## config.mk

```make
export PLATFORM = sky130hd
export DESIGN_NAME = blood_donor_scanner
export DESIGN_NICKNAME = d
export VERILOG_FILES = /design/src/rtl/blood_type_pkg.sv /design/src/rtl/dwell_timer.sv /design/src/rtl/blood_donor_scanner.sv
export SDC_FILE = /design/constraint.sdc
export NUM_CORES = 1
export LEC_CHECK = 0
export ABC_AREA = 1
export BUFFER_PORTS_ARGS = -buffer_cell sky130_fd_sc_hd__buf_2
export CAP_MARGIN = 40
export CORE_MARGIN = 3
export CORE_UTILIZATION = 62
export CTS_CLUSTER_SIZE = 16
export DETAILED_ROUTE_END_ITERATION = 12
export PLACE_DENSITY = 0.92
export SETUP_SLACK_MARGIN = 0.3
export SYNTH_ARGS = -nofsm -noshare
export SYNTH_HDL_FRONTEND = slang
export SYNTH_SLANG_ARGS = --single-unit
```

## constraint.sdc

```tcl
create_clock -name clk -period 4.18 [get_ports clk]
set_input_delay 0.627 -clock clk [delete_from_list [all_inputs] [get_ports clk]]
set_output_delay 0.627 -clock clk [all_outputs]
set_load 0.05 [all_outputs]
```

## src/rtl/blood_type_pkg.sv

```systemverilog
// rtl/blood_type_pkg.sv - blood type, scanner state and LED layout definitions
package blood_type_pkg;

    typedef enum logic [1:0] {
        BT_A  = 2'b00,
        BT_B  = 2'b01,
        BT_O  = 2'b10,
        BT_AB = 2'b11
    } bt_t;

    typedef enum logic [1:0] {
        ST_IDLE = 2'b00,
        ST_SCAN = 2'b01,
        ST_DONE = 2'b10
    } state_t;

    localparam int LED_MASK_LSB = 0;
    localparam int LED_IDX_LSB  = 4;
    localparam int LED_BUSY     = 8;
    localparam int LED_DONE     = 9;
    localparam int LED_CNT_LSB  = 10;

    function automatic logic compat(bt_t donor, bt_t recipient);
        return (donor == BT_O) || (recipient == BT_AB) || (donor == recipient);
    endfunction

endpackage

```

## src/rtl/dwell_timer.sv

```systemverilog
// rtl/dwell_timer.sv - per-recipient dwell counter, pulses tick on its last count
module dwell_timer #(
    parameter int DWELL_CYCLES = 100_000_000
) (
    input  logic clk,
    input  logic rst,
    input  logic clr,
    input  logic en,
    output logic tick
);

    localparam int W = (DWELL_CYCLES > 2) ? $clog2(DWELL_CYCLES) : 1;
    localparam logic [W-1:0] LAST = W'(DWELL_CYCLES - 1);

    logic [W-1:0] count;

    assign tick = en & (count == LAST);

    always_ff @(posedge clk) begin
        if (rst || clr) begin
            count <= '0;
        end else if (en) begin
            count <= tick ? '0 : count + 1'b1;
        end
    end

endmodule

```

## src/rtl/blood_donor_scanner.sv

```systemverilog
// rtl/blood_donor_scanner.sv - sequential donor/recipient scan with LED status; option BLOOD_MATCH_COUNT_EN
module blood_donor_scanner
    import blood_type_pkg::*;
#(
    parameter int DWELL_CYCLES = 100_000_000
) (
    input  logic        clk,
    input  logic        rst,
    input  logic        start_pin,
    input  logic [7:0]  sw_pin,
    output logic [15:0] led_pin
);

    state_t      state;
    bt_t         donor;
    logic [3:0]  mask;
    logic [1:0]  idx;
    logic        start_q;
    logic        start_edge;
    logic        accept;
    logic        tick;
    logic        hit;
    logic [15:0] led_next;
    logic        unused_sw;

    assign unused_sw  = ^sw_pin[7:2];
    assign start_edge = start_pin & ~start_q;
    // A start edge during a scan is dropped, so the timer only restarts on an accepted start.
    assign accept     = start_edge & (state != ST_SCAN);
    assign hit        = compat(donor, bt_t'(idx));

    dwell_timer #(
        .DWELL_CYCLES(DWELL_CYCLES)
    ) u_dwell_timer (
        .clk  (clk),
        .rst  (rst),
        .clr  (accept),
        .en   (state == ST_SCAN),
        .tick (tick)
    );

`ifdef BLOOD_MATCH_COUNT_EN
    logic [2:0] match_cnt;

    always_ff @(posedge clk) begin
        if (rst || accept) begin
            match_cnt <= '0;
        end else if (state == ST_SCAN && tick) begin
            match_cnt <= match_cnt + {2'b00, hit};
        end
    end
`endif

    always_comb begin
        led_next = '0;
        led_next[LED_MASK_LSB +: 4] = mask;
        if (state == ST_SCAN) begin
            led_next[LED_IDX_LSB + int'(idx)] = 1'b1;
        end
        led_next[LED_BUSY] = (state == ST_SCAN);
        led_next[LED_DONE] = (state == ST_DONE);
`ifdef BLOOD_MATCH_COUNT_EN
        led_next[LED_CNT_LSB +: 3] = match_cnt;
`endif
    end

    always_ff @(posedge clk) begin
        if (rst) begin
            state   <= ST_IDLE;
            donor   <= BT_A;
            mask    <= '0;
            idx     <= '0;
            start_q <= 1'b0;
            led_pin <= '0;
        end else begin
            start_q <= start_pin;
            led_pin <= led_next;
            case (state)
                ST_IDLE, ST_DONE: begin
                    if (start_edge) begin
                        donor <= bt_t'({sw_pin[0], sw_pin[1]});
                        mask  <= '0;
                        idx   <= '0;
                        state <= ST_SCAN;
                    end
                end
                ST_SCAN: begin
                    if (tick) begin
                        mask[idx] <= hit;
                        if (idx == 2'd3) begin
                            state <= ST_DONE;
                        end else begin
                            idx <= idx + 2'd1;
                        end
                    end
                end
                default: state <= ST_IDLE;
            endcase
        end
    end

endmodule
```

==> flow_summary.ini <==
[run_status]
outcome = finished clean

[flow_run]
max_cap_viol_count = 0

[detailed_routing]
route.top_layer_used = met4
met3_length_microns = 180
wl_per_cell_microns = 10.9
wl_microns = 4210
viasPerCell = 5.14
wl_met1_microns = 1900
drc_errors = 0
met2_length_microns = 2040
ant_nets = 0
drt_iter0_markers = 146
dr.pass1.iters = 4
vias = 1984

[sta]
rsz0062_at_grt = no
hold_ws_ps = 426
max_freq_mhz = 544
final.setup_skew_ps = 8.08
finalWorstSetupSlack_ps = 2340
fin_crit_ps = 1840
setup_viol = 0
maxSlewViolCount = 0
fin_setup_tns_ps = 0
fin_crit_sh_pct = 44.0
final_hold_viol_count = 0

[clock_network]
insertion_delay_ps = 310
max-clock-path-buffers = 2
cts_hold_buf = 0
cts.sink_count = 48
cts_tree = built
cts_setup_buffers = 0
clkTransAtPathRegs_ps = 90
cts_buffers = 5
cts_resized = 0
htreeDepth = 2
root_buffer = clkbuf_8

[hold_path]
hp-start = mask[3]
hp-class = register to register
whs_path_depth = 2

[power]
total_power_mw = 0.889
p_leak_nw = 1.02
power_per_cell_area_nw_per_um2 = 354
ir_drop_mv = 0.207

[global_routing]
grt_max_degree = 16
grt_overflow_total = 0
grt_pass1_vias = 1751
grt_antenna_before_repair = 0
grt_pass1_wl_microns = 7330
track_usage_pct = 21.6

[floorplan]
die_w_microns = 67.0
chipHeight_microns = 67.0
fp.coreArea_sq_um = 3470
rows = 21
start_util_pct = 66.5
dieArea_sq_um = 4480
io_pins = 27

[worst_setup_path]
crit_path_start_kind = register
critPathKind = register to register
end_kind = register
regToRegSetupSlack_ps = 2340
required_ps = 4380
path_max_fanout = 13
critPathLaunch = u_dwell_timer.count[0]
rr_startpoint = u_dwell_timer.count[0]
crit_arrival_ps = 2040
r2r_cells = 10

[synthesis]
yosysTopAreaCell = dfxtp_1
synth_cell_type_count = 28
syn_area_sq_um = 2300
yosys-top-cells-area = dfxtp_1 42%, nand2_1 10%, nor2_1 8.1%, inv_1 7.7%, a21oi_1 4.1%
syn_area_per_cell_sq_um = 7.16
synth_edf_count = 0
syn_inst = 322
ys_ff_latch = 48
ys_seq_area_share_pct = 41.7
synthFlopType = dfxtp_1
synth_top_area_share_pct = 41.7
ys_warn_count = 0
ys_async_sr_fraction_pct = 0

[placement]
place_hpwl_microns = 3160
gp_congestion = 0.841
port-buffer-count = 14
dp.cells = 378
placed_cell_area_sq_um = 2390
dp_slack_ps = 2110

[finish]
n_antenna_cell = 0
area_growth_pct = 8.85
n_fill_cell = 266
fin_area_sq_um = 2510
finalNonFillerCells = 386
drive_above_1_share_pct = 12.4
nets = 355
multiInputGateArea_sq_um = 1100
fin_util_pct = 72.3
seqCellArea_sq_um = 961
==> layout make-up <==
class                           count  share of cell area (%)
Clock buffer                        6                    3.29
Sequential cell                    48                    38.3
Inverter                           52                    7.78
Multi-Input combinational cell    218                    44.0
Timing Repair Buffer               14                    2.79
Clock inverter                      2                    1.55
Tap cell                           46                    2.29
==> cell families (layout without fill, tap and decap cells) <==
family / after synthesis / in the layout / synth area share [%]
flops: 48 / 48 / 41.7
buf+inv: 61 / 74 / 11.2
compound gates: 42 / 42 / 9.77
simple gates: 155 / 155 / 30.6
fa+ha+maj: 5 / 5 / 2.71
xor+xnor: 10 / 10 / 3.80
other cells: 1 / 6 / 0.163
==> cell usage in the layout, fill, tap and decap left out, types with 7 or more instances in the layout <==
master and n:
nor3_1 8, dfxtp_1 48, buf_2 14, a21oi_1 19, o21ai_0 15, nand3_1 16
xor2_1 7, nand2_1 62, nor2_1 50, inv_1 47
==> worst paths after layout <==
check,to
min,led_pin[3]
max,u_dwell_timer.count[19]
min reg2reg,led_pin[3]
max reg2reg,u_dwell_timer.count[19]
==> cell usage after synthesis (2+ instances only) <==
cell type,count
nor3_1,8
a21oi_1,19
nand2_2,4
nor2_4,3
nand4_1,4
ha_1,5
nor2_1,50
nand3_1,16
o21ai_0,15
xnor2_1,3
buf_4,8
nor3b_2,2
inv_1,47
nor2_2,3
o21ai_1,2
xor2_1,7
o21a_1,4
nand2_1,62
dfxtp_1,48
inv_2,4
==> state kept, by name, indices dropped and copies added (netlist names) <==
| name | cells |
|---|---|
| mask | 4 |
| led_pin | 10 |
| u_dwell_timer.count | 27 |
| start_q | 1 |
| idx | 2 |
| state | 2 |
| donor | 2 |
==> layer usage <==
layer  vias to the layer above  global-route usage (%)
met5                         -                       0
met4                         0                    11.6
met3                         8                    3.54
met2                        43                    35.0
met1                       906                    27.3
li1                       1027                       -
==> power breakdown <==
part	leakage (nW)	internal, mW	switching [mW]
Sequential	0.388	0.464	0.00437
Clock	0.0614	0.195	0.153
Combinational	0.571	0.0156	0.0555
Total	1.02	0.676	0.213
==> worst max-delay path, cell delays in order (launching register included) <==
cell     delay [ps]
dfxtp_1         380
ha_1            290
nand2_1          80
nor2_1           80
nand2_1          50
nor2_1          100
nand3_1         120
nand2_2         300
inv_2           160
o21ai_0         110
nor2_1           60
Power figures use the tool's default switching activity.
